### src/rtl/shift_pkg.sv
// ---------------------------------------------------------------------------
// shift_pkg
// Definitions shared by the serial shift-register family: the serial
// deserializer (shift_deser) and its matching transmitter.
//   shift_state_e : two-state frame FSM encoding (IDLE, SHIFT)
//   DIR_LEFT      : first bit on the wire is the MSB
//   DIR_RIGHT     : first bit on the wire is the LSB
//   clog2()       : ceiling log2, used to size bit counters
// ---------------------------------------------------------------------------
package shift_pkg;

    typedef enum logic {
        IDLE  = 1'b0,
        SHIFT = 1'b1
    } shift_state_e;

    localparam string DIR_LEFT  = "LEFT";
    localparam string DIR_RIGHT = "RIGHT";

    // Smallest n such that 2**n >= value; never returns less than 1 so a
    // counter built from it is always at least one bit wide.
    function automatic int clog2(input int value);
        int result;
        result = 1;
        while ((1 << result) < value) begin
            result = result + 1;
        end
        return result;
    endfunction

endpackage

### src/rtl/shift_deser.sv
// ---------------------------------------------------------------------------
// shift_deser
// Serial-to-parallel deserializer with a one-deep output buffer.
//
// Parameters
//   SHIFT_WIDTH     : data bits per frame (2..32)
//   SHIFT_DIRECTION : "LEFT"  -> first received bit lands in the MSB
//                     "RIGHT" -> first received bit lands in the LSB
// Ports
//   clk        in   rising-edge clock
//   sclr       in   synchronous active-high reset
//   enable     in   bit strobe; start/shiftin sampled only when high
//   start      in   frame-start marker, sampled with the first bit
//   shiftin    in   serial data
//   q          out  received parallel word
//   q_valid    out  q holds an unconsumed word
//   q_ready    in   consumer accepts q when q_valid && q_ready
//   busy       out  a frame is in progress
//   overrun    out  sticky: a completed frame was dropped
//   parity_err out  parity of the word in q was wrong
//
// Build option
//   SHIFT_DESER_PARITY_EN : when defined, each frame carries one trailing
//   even-parity bit; the frame completes on that bit and parity_err is
//   loaded alongside q. When undefined, parity_err is tied to 0.
// ---------------------------------------------------------------------------
module shift_deser
    import shift_pkg::*;
#(
    parameter int    SHIFT_WIDTH     = 8,
    parameter string SHIFT_DIRECTION = "LEFT"
) (
    input  logic                   clk,
    input  logic                   sclr,
    input  logic                   enable,
    input  logic                   start,
    input  logic                   shiftin,
    output logic [SHIFT_WIDTH-1:0] q,
    output logic                   q_valid,
    input  logic                   q_ready,
    output logic                   busy,
    output logic                   overrun,
    output logic                   parity_err
);

    localparam bit IS_LEFT = (SHIFT_DIRECTION == DIR_LEFT);
    localparam int CNT_W   = clog2(SHIFT_WIDTH + 1);

`ifdef SHIFT_DESER_PARITY_EN
    localparam int FRAME_LEN = SHIFT_WIDTH + 1;
    localparam logic [CNT_W-1:0] DATA_CNT = CNT_W'(SHIFT_WIDTH);
`else
    localparam int FRAME_LEN = SHIFT_WIDTH;
`endif

    // cnt holds the number of bits already captured, so the frame's final
    // bit arrives while cnt equals FRAME_LEN-1.
    localparam logic [CNT_W-1:0] LAST_CNT = CNT_W'(FRAME_LEN - 1);

    shift_state_e           state_q, state_d;
    logic [CNT_W-1:0]       cnt_q, cnt_d;
    logic [SHIFT_WIDTH-1:0] sreg_q, sreg_d;
    logic [SHIFT_WIDTH-1:0] q_q, q_d;
    logic                   q_valid_q, q_valid_d;
    logic                   overrun_q, overrun_d;

    logic [SHIFT_WIDTH-1:0] sreg_shift;
    logic [SHIFT_WIDTH-1:0] done_word;
    logic                   take_data;
    logic                   frame_done;

`ifdef SHIFT_DESER_PARITY_EN
    logic                   par_q, par_d;
    logic                   parity_err_q, parity_err_d;
`endif

    always_comb begin
        state_d    = state_q;
        cnt_d      = cnt_q;
        sreg_d     = sreg_q;
        q_d        = q_q;
        q_valid_d  = q_valid_q;
        overrun_d  = overrun_q;
        take_data  = 1'b0;
        frame_done = 1'b0;

        sreg_shift = IS_LEFT ? {sreg_q[SHIFT_WIDTH-2:0], shiftin}
                             : {shiftin, sreg_q[SHIFT_WIDTH-1:1]};

        unique case (state_q)
            IDLE: begin
                if (enable && start) begin
                    state_d   = SHIFT;
                    cnt_d     = CNT_W'(1);
                    take_data = 1'b1;
                end
            end
            SHIFT: begin
                // start is deliberately ignored here: no mid-frame resync.
                if (enable) begin
                    if (cnt_q == LAST_CNT) begin
                        state_d    = IDLE;
                        cnt_d      = '0;
                        frame_done = 1'b1;
                    end else begin
                        cnt_d = cnt_q + CNT_W'(1);
                    end
`ifdef SHIFT_DESER_PARITY_EN
                    // The trailing parity bit is checked, not stored.
                    take_data = (cnt_q < DATA_CNT);
`else
                    take_data = 1'b1;
`endif
                end
            end
            default: state_d = IDLE;
        endcase

        if (take_data) begin
            sreg_d = sreg_shift;
        end

`ifdef SHIFT_DESER_PARITY_EN
        // Running XOR of the data bits; restarts on the frame's first bit.
        par_d        = par_q;
        parity_err_d = parity_err_q;
        if (take_data) begin
            par_d = (state_q == IDLE) ? shiftin : (par_q ^ shiftin);
        end
        // All data bits already sit in sreg when the parity bit arrives.
        done_word = sreg_q;
`else
        // The final data bit is still on shiftin, so use the shifted value.
        done_word = sreg_shift;
`endif

        // A handshake frees the buffer; a completing frame may refill it in
        // the same cycle, otherwise it is dropped and flagged as overrun.
        if (q_valid_q && q_ready) begin
            q_valid_d = 1'b0;
        end
        if (frame_done) begin
            if (!q_valid_q || q_ready) begin
                q_d       = done_word;
                q_valid_d = 1'b1;
`ifdef SHIFT_DESER_PARITY_EN
                parity_err_d = par_q ^ shiftin;
`endif
            end else begin
                overrun_d = 1'b1;
            end
        end
    end

    // State registers; sclr has priority over every other input.
    always_ff @(posedge clk) begin
        if (sclr) begin
            state_q   <= IDLE;
            cnt_q     <= '0;
            sreg_q    <= '0;
            q_q       <= '0;
            q_valid_q <= 1'b0;
            overrun_q <= 1'b0;
`ifdef SHIFT_DESER_PARITY_EN
            par_q        <= 1'b0;
            parity_err_q <= 1'b0;
`endif
        end else begin
            state_q   <= state_d;
            cnt_q     <= cnt_d;
            sreg_q    <= sreg_d;
            q_q       <= q_d;
            q_valid_q <= q_valid_d;
            overrun_q <= overrun_d;
`ifdef SHIFT_DESER_PARITY_EN
            par_q        <= par_d;
            parity_err_q <= parity_err_d;
`endif
        end
    end

    assign q       = q_q;
    assign q_valid = q_valid_q;
    assign overrun = overrun_q;
    assign busy    = (state_q == SHIFT);

`ifdef SHIFT_DESER_PARITY_EN
    assign parity_err = parity_err_q;
`else
    assign parity_err = 1'b0;
`endif

endmodule
### config.mk
export PLATFORM = sky130hd
export DESIGN_NAME = shift_deser
export DESIGN_NICKNAME = d
export VERILOG_FILES = /design/src/rtl/shift_pkg.sv /design/src/rtl/shift_deser.sv
export SDC_FILE = /design/constraint.sdc
export NUM_CORES = 1
export LEC_CHECK = 0
export CAP_MARGIN = 30
export CORE_UTILIZATION = 47
export CTS_BUF_LIST = sky130_fd_sc_hd__clkbuf_4 sky130_fd_sc_hd__clkbuf_8 sky130_fd_sc_hd__clkbuf_16
export CTS_CLUSTER_DIAMETER = 40
export DETAILED_ROUTE_END_ITERATION = 16
export DONT_BUFFER_PORTS = 1
export GPL_ROUTABILITY_DRIVEN = 0
export GPL_TIMING_DRIVEN = 0
export RECOVER_POWER = 25
export REMOVE_ABC_BUFFERS = 1
export SLEW_MARGIN = 20
export SYNTH_ARGS = -nofsm -noshare
export SYNTH_HDL_FRONTEND = slang
export SYNTH_SLANG_ARGS = --single-unit
### constraint.sdc
create_clock -name clk -period 1.79 [get_ports clk]
set_input_delay 0.2685 -clock clk [delete_from_list [all_inputs] [get_ports clk]]
set_output_delay 0.2685 -clock clk [all_outputs]
set_load 0.01 [all_outputs]
== Word-level counts from Yosys, hierarchy flattened ==
Index checks and enable logic that the tools add are counted.
Storage, ports and cells
  register bits: 22
  input bits: 6
  output and inout port bits: 12
  word-level logic and storage cells: 35
Operators by class
  add/subtract/negate cells: 1
  equal/unequal tests: 3
  mux-type cells: 16
  bitwise gates (word level): 2
  reductions and logical operators: 7
Operators with widths (count)
  $mux 4: 3
  $mux 1: 10
  $pmux 4 s2: 1
  $reduce_and 2->1: 3
  $add 4x1->4 const B: 1
  $eq 4x3->1 const B: 1
  $ne 2x2->1 const B: 2
  $pmux 1 s2: 2
  $logic_and 1x1->1: 2
  $not 1->1: 2
  $logic_not 1->1: 1
  $logic_or 1x1->1: 1

== Depth between registers and ports, before layout ==
Gate-level depths: netlist (run 1).
  depth in word-level cells: 5
  depth in mapped cells: 4

== Worst setup path before layout (run 1) ==
No wires, ideal clock.
  path kind: reg-to-reg
  start: reg cnt_q[0]
  end: reg q_q[0] (netlist: q[0])
  setup time: 0.072 ns
  arrival time: 1.295 ns
  slack: 0.423 ns
  stages on the path, launching flop included: 5
  clock period less this slack: 1.367 ns
  path through: dfxtp_1 > ha_1 > nand3b_4 > nor3_4 > mux2i_1
Between the ends
  cells in the longest elaborated chain, start to end: 5
RTL lines
  start, declared: RTL line shift_deser.sv:61  | logic [CNT_W-1:0] cnt_q, cnt_d;
  start signal, assigned: RTL line shift_deser.sv:170  | cnt_q <= cnt_d;
  $eq 4x3->1: RTL line shift_deser.sv:101  | if (cnt_q == LAST_CNT) begin
  $mux 1: RTL line shift_deser.sv:101
  $mux 1: RTL line shift_deser.sv:100  | if (enable) begin
  $mux 1: RTL line shift_deser.sv:90  | unique case (state_q)
  $reduce_and 2->1 (no source line)
  end signal, assigned: RTL line shift_deser.sv:172  | q_q <= q_d;
  end, declared: RTL line shift_deser.sv:63  | logic [SHIFT_WIDTH-1:0] q_q, q_d;
No other way between the ends.
A chain may end at the register's enable or synchronous reset.

== Final worst setup path (run 1) ==
  start: reg cnt_q[0]
  end: reg q_q[6] (netlist: q[6])
The elaborated chain is that of the path after synthesis.

==> run_results.csv, run 1 <==
group,metric,value,unit
outcome,outcome,"completed",
global_route,grt-ovfl-total,0,
pwr,p_leak,0.345,nW
global_route,grt_pass1_wl,2390,um
synthesis,synth_cell_type_count,27,
critical_path,path_cells,"ha_1 -> nand3b_4 -> nor3_4 -> mux2i_1",
sta,rsz0062_at_grt,"false",
route,met1_length,748,um
critical_path,critPathMaxStageDelay,0.53,ns
route,vias_per_cell,5.39,
floorplanning,fp.dieH,46.8,um
critical_path,crit_family,"simple AND/OR/NAND/NOR gates",
synthesis,yosysTopAreaCell,"dfxtp_1",
sta,finalSetupViolCount,0,
layout,syn_to_final_growth,3.97,%
synthesis,synth-edff-count,0,
global_route,antenna_found_initial,0,
sta,fin_crit,1.58,ns
synthesis,ys_seq_area_share,46.6,%
placed_design,portBuffers,0,
layout,diodes,0,
clock_tree,numCtsBuffers,3,
global_route,grt_pass1_vias,565,
floorplanning,ioPinCount,18,
synthesis,ys.flop_type,"dfxtp_1",
route,highest_layer,"met4",
route,dr.pass1.iters,4,
flow_run,max_cap_viol_count,0,
critical_path,end_kind,"flop",
synthesis,yosysMostFrequentCell,"dfxtp_1",
synthesis,syn_area,945,um2
synthesis,syn_inst,103,
layout,n_fill_cell,182,
route,drt_iter0_drc,16,
route,wire_per_inst,12.5,um
floorplanning,initial_core_util,52.4,%
sta,timing.final.crit_share,88.3,%
clock_tree,h-tree-depth,1,
clock_tree,clkLatencyLatePin,0.29,ns
critical_path,path_buf_inv,0,
critical_path,crit_required,2.02,ns
sta,final_max_slew_viol_count,0,
clock_tree,cts_max_path_buffers,2,
pwr,power_density,762,nW/um2
placed_design,dp_hpwl,1060,um
synthesis,synth_top_area_share,46.6,%
sta,fin_skew,0.00125,ns
route,wl_met3,59,um
synthesis,syn_avg_cell_area,9.17,um2
sta,relSlewSlack,59.3,%
pwr,switching_power,0.161,mW
sta,whs,0.0248,ns
clock_tree,cts_tree,"yes",
route,ant_nets,0,
synthesis,synth-seq-cells,22,
route,wl_met2,761,um
pwr,p_int,0.588,mW
route,drcViolationCount,0,
synthesis,synth_common_cells,"22 x dfxtp_1, 16 x nand2_1, 16 x nand2b_1, 10 x a21oi_1, 8 x mux2i_1",
synthesis,yosysWarningCount,0,
pwr,p_comb_share,4.3,%
route,wl,1580,um
floorplanning,coreArea,1800,um2
sta,worst_pin_slew,0.606,ns
pwr,peakVddDrop,0.383,mV
critical_path,path_class,"reg2reg",
critical_path,worstPathMaxFanout,8,
min_path,hold_path_class,"in2reg",
layout,fin_nets,111,
sta,max_freq,633,MHz
critical_path,cpMaxStageDelayCell,"nor3_4",
pwr,clkPwrFrac,28.7,%
clock_tree,cts.sinks,22,
global_route,grt_usage,15.9,%
layout,drive_gt1_share,5.88,%
synthesis,synth-async-reset-ratio,0,%
sta,hold_viol,0,
sta,timing.setup.tns,0,ns
sta,fin_ws,0.209,ns
global_route,grt_max_degree,33,
placed_design,place_ws,0.202,ns
clock_tree,clkTransAtPathRegs,0.11,ns
route,routed-via-count,684,
synthesis,netlist_top_cells_area,"dfxtp_1 47%, nand2b_1 11%, mux2i_1 8.5%",
pwr,seqPwrFrac,67.0,%
floorplanning,fp-row-count,15,
floorplanning,fp.dieArea,2190,um2
critical_path,start_kind,"flop",
clock_tree,clockRootBuffer,"clkbuf_4",
pwr,p_sw_share,21.5,%
floorplanning,die_x,46.8,um
critical_path,cp.arrival,1.81,ns
[stage by stage]
step	cells	instance area, um2	power [mW]	util, %
floorplan	98	918	0.536	-
global placement	123	950	0.541	52.7
detailed placement	123	950	0.542	52.7
CTS	126	972	0.764	54.0
global route	127	982	0.790	54.5
finish	127	982	0.748	54.5
[layout make-up]
| type | instances | area (um2) | share of cell area [%] |
|---|---|---|---|
| Multi-Input combinational cell | 76 | 478 | 48.7 |
| Sequential cell | 22 | 440 | 44.8 |
| Tap cell | 25 | 31.3 | 3.18 |
| Clock buffer | 3 | 22.5 | 2.29 |
| Timing Repair Buffer | 1 | 10.0 | 1.02 |
[worst register-to-register path, cell delays in order, from the launching register on]
cell and delay, ns:
dfxtp_1 0.38, ha_1 0.26, nand3b_4 0.11, nor3_4 0.53
mux2i_1 0.24
[flip-flops by register name, indices dropped and copies added, names as in the netlist]
name	count
busy	1
cnt_q	4
q_valid	1
overrun	1
q	8
sreg_q	7
[final timing paths]
path	startpoint	end	slack, ns	depth (start not counted)
max	cnt_q[0]	q[6]	0.21	4
min reg2reg	sreg_q[6]	sreg_q[6]	0.46	2
min	sclr	sreg_q[6]	0.02	1
max reg2reg	cnt_q[0]	q[6]	0.21	4
[layer usage]
| metal | vias to the layer above | GRT usage [%] |
|---|---|---|
| met1 | 321 | 21.0 |
| met2 | 12 | 24.2 |
| li1 | 349 | - |
| met5 | - | 0 |
| met3 | 2 | 3.46 |
| met4 | 0 | 8.57 |
[power groups by stage]
stage | Sequential [mW] | Combinational, mW | Clock (mW)
2_1_floorplan | 0.512 | 0.0241 | 0
3_3_place_gp | 0.513 | 0.0284 | 0
3_5_place_dp | 0.513 | 0.0292 | 0
4_1_cts | 0.502 | 0.0292 | 0.233
5_1_grt | 0.503 | 0.0359 | 0.251
6_report | 0.502 | 0.0324 | 0.214
[kinds of logic after synthesis]
group / after synthesis / synth area share [%]
compound gates: 18 / 11.0
buf+inv: 5 / 2.78
flops: 22 / 46.6
other cells: 1 / 0.397
simple gates: 48 / 29.4
fa+ha+maj: 1 / 1.32
mux: 8 / 8.48
[repair_timing]
| item | in CTS | in global routing |
|---|---|---|
| hold endpoints to repair | 0 | 6 |
| hold buffers | 0 | 1 |
| resized for setup | 0 | 0 |
| buffers inserted | 0 | 0 |
[cells in the final DEF, fill, tap and decap left out]
cell type      synthesis  routed
a2111oi_0              1       1
a21oi_1               10      10
a22oi_1                1       1
a31oi_1                1       1
and2_1                 1       1
and3b_1                1       1
and3b_2                1       1
clkbuf_4               0       3
conb_1                 1       1
dfxtp_1               22      22
dlygate4sd3_1          0       1
ha_1                   1       1
mux2i_1                8       8
nand2_1               16      16
nand2b_1              16      16
nand3_1                1       1
nand3b_4               1       1
nor2_1                 5       5
nor2b_1                2       2
nor3_1                 1       1
nor3_4                 1       1
nor4_1                 1       1
nor4b_1                1       1
o21a_1                 1       1
o21ai_0                2       2
o21ai_1                1       1
o22a_1                 1       1
Power figures use the tool's default switching activity.
==> run 2, diff against run 1 <==
==> constraint.sdc (replaced) <==
create_clock -name clk -period 1.4 [get_ports clk]
set_input_delay 0.21 -clock clk [delete_from_list [all_inputs] [get_ports clk]]
set_output_delay 0.21 -clock clk [all_outputs]
set_load 0.01 [all_outputs]
==> run_results.csv, run 2 (same netlist as run 1, synthesis figures left out) <==
group,metric,value,unit
outcome,outcome,"completed",
floorplanning,fp-row-count,15,
flow_run,max_cap_viol_count,0,
route,highest_layer,"met4",
route,wl_met2,816,um
global_route,grt-ovfl-total,0,
sta,whs,0.0366,ns
critical_path,path_class,"reg2reg",
clock_tree,cts_tree,"yes",
layout,syn_to_final_growth,8.21,%
floorplanning,coreArea,1800,um2
critical_path,worstPathMaxFanout,7,
sta,timing.final.crit_share,91.9,%
placed_design,dp_hpwl,1060,um
clock_tree,clkTransAtPathRegs,0.11,ns
route,routed-via-count,694,
sta,fin_crit,1.29,ns
critical_path,r2r_setup_slack,0.11,ns
min_path,hold_path_class,"in2reg",
clock_tree,cts.sinks,22,
critical_path,start_kind,"flop",
min_path,min_to,"sreg_q[0]",
clock_tree,h-tree-depth,1,
layout,drive_gt1_share,12.5,%
route,drcViolationCount,0,
layout,final_common_cell,"dfxtp_1",
global_route,grt_usage,16.5,%
min_path,whs_path_depth,2,
layout,diodes,0,
critical_path,reg2reg_depth,5,
sta,timing.setup.tns,0,ns
route,wl,1670,um
floorplanning,initial_core_util,52.4,%
critical_path,crit_required,1.64,ns
layout,largest_reg_flops,8,
route,ant_nets,0,
critical_path,r2r-end,"q[1]",
clock_tree,cts_max_path_buffers,2,
sta,relSlewSlack,58.6,%
clock_tree,clkLatencyLatePin,0.30,ns
floorplanning,die_x,46.8,um
layout,utilization,56.7,%
route,wl_met3,48,um
route,vias_per_cell,5.38,
critical_path,end_kind,"flop",
sta,worst_pin_slew,0.618,ns
route,met1_length,792,um
pwr,power_density,944,nW/um2
layout,final_cell_mix,"20 x dfxtp_1, 16 x nand2_1, 16 x nand2b_1, 10 x a21oi_1, 8 x mux2i_1",
route,drt_iter0_drc,13,
sta,rsz0062_at_grt,"false",
clock_tree,clockRootBuffer,"clkbuf_4",
global_route,grt_pass1_vias,577,
layout,fin_nets,113,
sta,finalSetupViolCount,0,
clock_tree,numCtsBuffers,3,
floorplanning,fp.dieH,46.8,um
global_route,antenna_found_initial,0,
floorplanning,ioPinCount,18,
route,dr.pass1.iters,4,
placed_design,portBuffers,0,
sta,hold_viol,0,
global_route,grt_max_degree,21,
route,wire_per_inst,12.9,um
sta,fin_skew,0.00242,ns
pwr,peakVddDrop,0.493,mV
critical_path,cp.arrival,1.52,ns
critical_path,reg2reg_from,"cnt_q[1]",
pwr,p_leak,0.360,nW
floorplanning,fp.dieArea,2190,um2
sta,final_max_slew_viol_count,0,
global_route,grt_pass1_wl,2500,um
min_path,min-delay-start,"shiftin",
sta,max_freq,777,MHz
run 2: worst max-delay path: stages, from the launching register on:
cell and delay (ns):
dfxtp_1 0.37, ha_2 0.24, nand3b_4 0.10, nor3_4 0.18, buf_12 0.16, mux2i_1 0.17
run 2: repair_timing:
item | CTS | global route
endpoints found under the setup margin | 8 | 14
pin swaps | 1 | 0
gates resized for setup | 0 | 5
hold buffers | 1 | 0
buffers inserted | 2 | 0
endpoints found under the hold margin | 13 | 0
run 2: worst max path at each step:
stage / startpoint / endpoint / slack [ns]
2_1_floorplan: cnt_q[0] / q[0] / 0.03
3_3_place_gp: cnt_q[0] / q[6] / -0.17
3_5_place_dp: cnt_q[0] / q[5] / -0.19
4_1_cts: busy / cnt_q[0] / 0.01
5_1_grt: busy / sreg_q[0] / 0.006
6_report: cnt_q[1] / q[1] / 0.11
run 2: through the flow:
stage / setup slack [ns] / cells / cell area [um2] / power, mW
after CTS: 0.0123 / 129 / 1010 / 0.984
after global placement: -0.172 / 123 / 950 / 0.692
after detailed placement: -0.188 / 123 / 950 / 0.693
after floorplan: 0.0334 / 98 / 918 / 0.685
final: 0.113 / 129 / 1020 / 0.965
after global routing: 0.00641 / 129 / 1020 / 1.02
run 2: where the power goes:
group	switching (mW)	total [mW]	internal, mW
Sequential	0.00861	0.643	0.634
Combinational	0.0270	0.0462	0.0192
Clock	0.176	0.276	0.100
Total	0.212	0.965	0.753
run 2: area by class of cell:
class                      count  area, um2
fill                         182        779
multi-input combinational     76        488
sequential                    22        443
timing repair buffer           3       37.5
tap                           25       31.3
clock buffer                   3       22.5
run 2: layer usage:
metal	vias up	global-route usage, %
met5	-	0
met4	0	8.57
met3	2	3.46
met2	11	26.4
met1	326	21.0
li1	355	-
